## src/rtl/lfsr_counter_bank.sv

```systemverilog
// Bank of CHANNELS XNOR Fibonacci LFSR counters with load, forward and inverse step.
// Latency: state updates on the sampling edge; rd_data and OF/UF/load_err are registered (1 cycle).
// Backpressure: none; one operation per cycle on channel sel, always accepted.
module lfsr_counter_bank #(
  parameter int               WIDTH    = 8,
  parameter int               CHANNELS = 4,
  parameter logic [WIDTH-1:0] TAPS     = WIDTH'(8'hB8),
  parameter bit               SATURATE = 1'b1,
  parameter int               SELW     = $clog2(CHANNELS)
) (
  input  logic                CLK,
  input  logic                rstb,
  input  logic                WE,
  input  logic                Increment,
  input  logic                Decrement,
  input  logic [SELW-1:0]     sel,
  input  logic [WIDTH-1:0]    wdata,
  input  logic [SELW-1:0]     rd_sel,
  output logic [WIDTH-1:0]    rd_data,
  output logic [CHANNELS-1:0] zero,
  output logic                OF,
  output logic                UF,
  output logic                load_err
);

  // All-ones is the XNOR lockup state; the terminal state is the last one before wrapping to 0.
  localparam logic [WIDTH-1:0] LOCKUP = {WIDTH{1'b1}};
  localparam logic [WIDTH-1:0] TERM   = {1'b1, {(WIDTH-1){1'b0}}};

  function automatic logic [WIDTH-1:0] lfsr_fwd(input logic [WIDTH-1:0] s);
    return {s[WIDTH-2:0], ~^(s & TAPS)};
  endfunction

  // Undo the shift: the bit that fell off the top is recovered from the feedback equation.
  function automatic logic [WIDTH-1:0] lfsr_inv(input logic [WIDTH-1:0] s);
    return {~s[0] ^ (^(s[WIDTH-1:1] & TAPS[WIDTH-2:0])), s[WIDTH-1:1]};
  endfunction

  logic [WIDTH-1:0] state_q [CHANNELS];
  logic [WIDTH-1:0] state_d [CHANNELS];
  logic [WIDTH-1:0] rd_data_q, rd_data_d;
  logic             of_q, of_d;
  logic             uf_q, uf_d;
  logic             load_err_q, load_err_d;

  logic             sel_ok;
  logic             rd_ok;
  logic             wr;
  logic [WIDTH-1:0] cur;
  logic [WIDTH-1:0] nxt;

  // Resolve the single operation on channel sel, then the read port sample.
  always_comb begin
    sel_ok     = 32'(sel) < CHANNELS;
    rd_ok      = 32'(rd_sel) < CHANNELS;
    cur        = sel_ok ? state_q[sel] : '0;
    nxt        = cur;
    wr         = 1'b0;
    of_d       = 1'b0;
    uf_d       = 1'b0;
    load_err_d = 1'b0;

    if (sel_ok) begin
      if (WE) begin
        wr = 1'b1;
        if (wdata == LOCKUP) begin
          nxt        = '0;
          load_err_d = 1'b1;
        end else begin
          nxt = wdata;
        end
      end else if (Increment && !Decrement) begin
        wr = 1'b1;
        if (cur == TERM) begin
          of_d = 1'b1;
          nxt  = SATURATE ? TERM : '0;
        end else begin
          nxt = lfsr_fwd(cur);
        end
      end else if (Decrement && !Increment) begin
        wr = 1'b1;
        if (cur == '0) begin
          uf_d = 1'b1;
          nxt  = SATURATE ? '0 : TERM;
        end else begin
          nxt = lfsr_inv(cur);
        end
      end
    end

    for (int i = 0; i < CHANNELS; i++) begin
      state_d[i] = (wr && (sel == SELW'(i))) ? nxt : state_q[i];
    end

    // Samples pre-update state, so a same-edge write to rd_sel shows up one cycle later.
    rd_data_d = rd_ok ? state_q[rd_sel] : '0;
  end

  // Per-channel zero flags straight from the state registers.
  always_comb begin
    zero = '0;
    for (int i = 0; i < CHANNELS; i++) begin
      zero[i] = (state_q[i] == '0);
    end
  end

  // Counter state registers.
  always_ff @(posedge CLK or posedge rstb) begin
    if (rstb) begin
      for (int i = 0; i < CHANNELS; i++) begin
        state_q[i] <= '0;
      end
    end else begin
      for (int i = 0; i < CHANNELS; i++) begin
        state_q[i] <= state_d[i];
      end
    end
  end

  // Read port and single-cycle event flags.
  always_ff @(posedge CLK or posedge rstb) begin
    if (rstb) begin
      rd_data_q  <= '0;
      of_q       <= 1'b0;
      uf_q       <= 1'b0;
      load_err_q <= 1'b0;
    end else begin
      rd_data_q  <= rd_data_d;
      of_q       <= of_d;
      uf_q       <= uf_d;
      load_err_q <= load_err_d;
    end
  end

  assign rd_data  = rd_data_q;
  assign OF       = of_q;
  assign UF       = uf_q;
  assign load_err = load_err_q;

endmodule

```

## config.mk

```make
export PLATFORM = sky130hd
export DESIGN_NAME = lfsr_counter_bank
export DESIGN_NICKNAME = d
export VERILOG_FILES = /design/src/rtl/lfsr_counter_bank.sv
export SDC_FILE = /design/constraint.sdc
export NUM_CORES = 1
export LEC_CHECK = 0
export ABC_AREA = 1
export BUFFER_PORTS_ARGS = -buffer_cell sky130_fd_sc_hd__buf_2
export CAP_MARGIN = 20
export CELL_PAD_IN_SITES_DETAIL_PLACEMENT = 1
export CELL_PAD_IN_SITES_GLOBAL_PLACEMENT = 1
export CORE_MARGIN = 2
export CORE_UTILIZATION = 42
export DETAILED_ROUTE_END_ITERATION = 16
export PLACE_DENSITY_LB_ADDON = 0.15
export SLEW_MARGIN = 30
export SYNTH_ARGS = -nofsm -noshare
export SYNTH_HDL_FRONTEND = slang
export SYNTH_SLANG_ARGS = --single-unit
export TNS_END_PERCENT = 100
```

## constraint.sdc

```tcl
create_clock -name CLK -period 2.4 [get_ports CLK]
set_clock_uncertainty 0.2 [all_clocks]
set_input_delay 0.6 -clock CLK [delete_from_list [all_inputs] [get_ports CLK]]
set_output_delay 0.6 -clock CLK [all_outputs]
set_load 0.01 [all_outputs]
```

== Yosys cells after proc, flatten, opt, wreduce, memory -nomap -nowiden ==
Cells that the tools add are included.
W data, S select, Z words.

* Register bits: 43

* Magnitude comparators: 2
* Eq/ne operators: 5
* Multiplexer cells: 24
* Bitwise logic cells: 4
* Reductions and logical operators: 16

{| class="wikitable"
|+ Operators by type and width
! kind !! number
|-
| $mux W8 || 10
|-
| $logic_not A8 Y1 || 5
|-
| $bmux W8 S2 || 2
|-
| $eq A8 B8 Y1 const B || 2
|-
| $mux W1 || 12
|-
| $reduce_xnor A8 Y1 || 1
|-
| $reduce_xor A7 Y1 || 1
|-
| $ge A3 B3 Y1 const B || 2
|-
| $logic_and A1 B1 Y1 || 6
|-
| $not A2 Y3 || 2
|-
| $eq A2 B2 Y1 const B || 2
|-
| $eq A2 B1 Y1 const B || 1
|-
| $logic_not A1 Y1 || 2
|-
| $logic_not A2 Y1 || 1
|-
| $not A1 Y1 || 1
|-
| $xor A1 B1 Y1 || 1
|}

== Depth between registers and ports, before layout ==
* Depth after elaboration: 10
* Depth in mapped cells: 18
* Depth with buffers taken out: 17

== Worst setup path before layout ==
OpenSTA, ideal clock, no wires.

* Kind: input port to flip-flop
* From: in sel[0]
* To: reg state_q[0] (netlist bit)
* Setup time: 65 ps
* Data arrival time: 2,081 ps
* Required time: 2,135 ps
* Path slack: 54 ps
* Cell stages on the path: 18
* Buffers on the path: 2
* Cell sequence: buf_6 inv_4 buf_6 nand2_1 a21oi_1 nor2_2 ha_1 inv_1 nand2_1 nand2_1 nand2_1 nand2_1 nand3_1 nand2_1 nand2_1 nand2_1 nand2_1 nand2_1

* Longest elaborated chain between the ends: 9
* Elaborated cells between the ends (all ways): 14
* Classes of those cells: 2 x eq/ne; 8 x mux; 1 x bitwise; 3 x reduce/logical

{| class="wikitable"
|+ RTL lines
! element !! line !! text
|-
| start: declaration || 16 || <nowiki>input logic [SELW-1:0] sel,</nowiki>
|-
| $not A2 Y3 (implied by the code) || 56 || <nowiki>cur = sel_ok ? state_q[sel] : '0;</nowiki>
|-
| $bmux W8 S2 || 56 ||
|-
| $mux W8 (implied by the code) (2 in a row) || 56 ||
|-
| $logic_not A8 Y1 || 82 || <nowiki>if (cur == '0) begin</nowiki>
|-
| $mux W8 || 82 ||
|-
| $mux W8 || 80 || <nowiki>end else if (Decrement && !Increment) begin</nowiki>
|-
| $mux W8 || 72 || <nowiki>end else if (Increment && !Decrement) begin</nowiki>
|-
| $mux W8 || 64 || <nowiki>if (WE) begin</nowiki>
|-
| end signal: indexed assignment || 115 || <nowiki>state_q[i] <= state_d[i];</nowiki>
|-
| end: declaration || 39 || <nowiki>logic [WIDTH-1:0] state_q [CHANNELS];</nowiki>
|}

Several ways; a longest one is shown, not always the timed one. The select of a mux whose other input is x is not followed.
A chain may end at the register's enable or synchronous reset.

== Final worst setup path ==
* From: reg state_q[20] (netlist bit)
* To: out zero[1]

* Longest elaborated chain between the ends: 1

{| class="wikitable"
|+ RTL lines
! element !! line !! text
|-
| $logic_not A8 Y1 || 103 || <nowiki>zero[i] = (state_q[i] == '0);</nowiki>
|-
| end: declaration || 20 || <nowiki>output logic [CHANNELS-1:0] zero,</nowiki>
|}

No other way between the ends.

==> impl_metrics.env <==
export IMPL_globalRouteTotalUtil_pct=28.3
export IMPL_layout_drive_gt1_share_pct=24.9
export IMPL_post_cts_resized_instances=0
export IMPL_multi_input_comb_area_um2=1480
export IMPL_initial_cell_density_of_the_core_pct=43.0
export IMPL_routability_congestion_estimate=0.955
export IMPL_unrepaired_setup_endpoints_after_global_routing="false"
export IMPL_postSynthCellCount=390
export IMPL_endpoints_failing_setup=0
export IMPL_hpwlAfterDp_mm=7.61
export IMPL_n_antenna_cell=0
export IMPL_layout_worst_path_cycle_share_pct=95.2
export IMPL_synth_warning_count=0
export IMPL_clock_fmax_mhz=437
export IMPL_first_global_vias=3025
export IMPL_yosysUniqueCellTypes=28
export IMPL_cts_sinks=43
export IMPL_syn_avg_cell_area_um2=6.91
export IMPL_tritoncts_num_buffers=5
export IMPL_antenna_found_initial=0
export IMPL_port_buffers=31
export IMPL_crit_buf_inv=1
export IMPL_overflow=0
export IMPL_critical_path_slowest_cell="sky130_fd_sc_hd__dfrtp_1"
export IMPL_core_region_area_um2=6280
export IMPL_fillerInstances=843
export IMPL_hold_path_class="in2async"
export IMPL_route_detailed_drc=0
export IMPL_netlist_area_um2=2700
export IMPL_die_w_um=84.1
export IMPL_power_density_nw_per_um2=709
export IMPL_worst_r2r_cell_count=13
export IMPL_ys_seq_area_share_pct=39.9
export IMPL_timing_worst_setup_path_type="reg2out"
export IMPL_design_die_area_um2=7080
export IMPL_totalPowerFinal_mw=2.35
export IMPL_cts_clk_slew_worst_paths_ns=0.09
export IMPL_syn_to_final_growth_pct=23.1
export IMPL_path_delay_family="simple AND/OR/NAND/NOR gates"
export IMPL_worst_r2r_endpoint="state_q[21]"
export IMPL_routed_wl_mm=9.52
export IMPL_cp_cell_sequence="nor4_2 > nand2_1 > nor3_1 > buf_2"
export IMPL_regToRegSetupSlack_ns=0.23
export IMPL_mostFrequentLayoutCells="sky130_fd_sc_hd__nand2_1 (173), sky130_fd_sc_hd__dfrtp_1 (43), sky130_fd_sc_hd__buf_4 (35), sky130_fd_sc_hd__buf_2 (31), sky130_fd_sc_hd__o21ai_0 (25)"
export IMPL_finish_net_count=476
export IMPL_grt_start_max_net_pins=28
export IMPL_critical_path_arrival_ns=1.49
export IMPL_worst_setup_path_start_kind="register"
export IMPL_final_critical_path_time_including_i_o_delays_and_setup_ns=2.29
export IMPL_post_place_cells=526
export IMPL_worst_setup_path_end_kind="output pin"
export IMPL_max_slew_margin_pct=50.4
export IMPL_grt_pass1_wl_mm=15.6
export IMPL_timing_critical_path_fanout_max=4
export IMPL_tightestPinTransition_ns=0.739
export IMPL_outcome="finished, final reports clean"
export IMPL_dieHeight_um=84.1
export IMPL_detail_route_vias_per_cell=5.39
export IMPL_critPathMaxStageDelay_ns=0.45
export IMPL_drt_initial_drc_count=174
export IMPL_clock_tree_htree_level_count=2
export IMPL_tritoncts="yes"
export IMPL_wirelength_per_cell_um=17.8
export IMPL_drt_antenna_violating_nets=0
export IMPL_synth_ff_latch_count=43
export IMPL_sequential_cell_area_um2=1080
export IMPL_root_buffer_cell="sky130_fd_sc_hd__clkbuf_8"
export IMPL_max_vdd_ir_drop_mv=0.361
export IMPL_finish_cell_count_without_fillers=534
export IMPL_timing_critical_path_required_ns=1.60
export IMPL_cts_setup_buffers=0
export IMPL_finalMaxSlewViolations=0
export IMPL_power_leakage_nw=1.78
export IMPL_synthesis_nets=410
export IMPL_floorplan_io_pins=32
export IMPL_max_cap_violations=0
export IMPL_timing_rr_start="state_q[20]"
export IMPL_cts_hold_buf=0
export IMPL_vias=2880
export IMPL_final_common_cell="sky130_fd_sc_hd__nand2_1"
export IMPL_worst_skew_pair_late_latency_ns=0.30
export IMPL_row_count=29
export IMPL_dr_pass1_iters=4
export IMPL_ctsLongestPathBuffers=2
export IMPL_final_hold_violation_count=0
[power breakdown]
| group | switching [mW] | internal (mW) |
|---|---|---|
| logic | 0.518 | 0.347 |
| registers | 0.166 | 0.854 |
| clock network | 0.263 | 0.204 |
| total | 0.947 | 1.40 |
[sequential cells by signal, summed over array words and instances (netlist names)]
signal    cells
rd_data       8
UF            1
OF            1
state_q      32
load_err      1
[routing by layer]
metal / GRT usage, % / vias up / share of wire [%]
li1: - / 1385 / -
met1: 38.8 / 1412 / 46
met2: 46.0 / 70 / 47
met3: 4.85 / 13 / 5.6
met4: 8.50 / 0 / 1.6
met5: 0 / - / 0
[synth_stat cells, drive strengths merged]
library cell | number | share of area [%]
nand2 | 188 | 27
dfrtp | 43 | 40
nor2 | 35 | 6.5
o21ai | 28 | 5.2
inv | 22 | 3.2
nand3 | 20 | 4.5
o22ai | 10 | 2.3
nor4 | 8 | 1.9
a21oi | 6 | 1.3
buf | 6 | 2.4
clkinv | 5 | 0.70
clkbuf | 4 | 0.56
and2 | 3 | 0.70
ha | 3 | 1.4
nor3 | 3 | 0.97
o211ai | 3 | 0.84
a211oi | 2 | 0.56
nand4 | 1 | 0.23
[worst max-delay path by stage]
| stage | start | end | depth (start not counted) |
|---|---|---|---|
| global route | sel[0] | state_q[24] | 17 |
| floorplan | sel[0] | state_q[0] | 18 |
| CTS | state_q[20] | zero[1] | 4 |
| finish | state_q[20] | zero[1] | 4 |
| detailed placement | sel[0] | state_q[22] | 16 |
| global placement | sel[0] | state_q[21] | 15 |
[final cells by class]
cell class / instances / share of cell area (%)
sequential: 43 / 32.4
multi-input combinational: 310 / 44.6
timing repair buffer: 69 / 14.4
inverter: 27 / 3.13
clock inverter: 2 / 0.377
tap: 77 / 2.90
clock buffer: 6 / 2.19
[stage by stage]
step	util [%]	setup TNS (ns)	setup slack [ns]	instance area, µm²	hold slack, ns
3_3_place_gp	50.8	-1.88	-0.168	3190	0.328
3_5_place_dp	50.8	-3.47	-0.201	3190	0.332
6_report	52.9	0	0.114	3320	0.122
5_1_grt	52.9	0	0.00888	3320	0.153
4_1_cts	52.2	0	0.0582	3280	0.141
2_1_floorplan	-	0	0.0538	2700	0.287
[worst reg2reg max path: cells and delay by family (launching register included)]
family	cells	cell delay, ns
compound gates	2	0.40
fa+ha+maj	1	0.18
flops	1	0.45
simple gates	10	0.88
[cell families (layout without fill, tap and decap cells)]
family / count (synthesis) / in the layout / synth area share [%]
and+or+nand+nor: 258 / 258 / 41.8
AOI/OAI and AO/OA: 49 / 49 / 10.2
DFF: 43 / 43 / 39.9
buffers and inverters: 37 / 104 / 6.77
adders and majority gates: 3 / 3 / 1.39
Power figures use the tool's default switching activity.
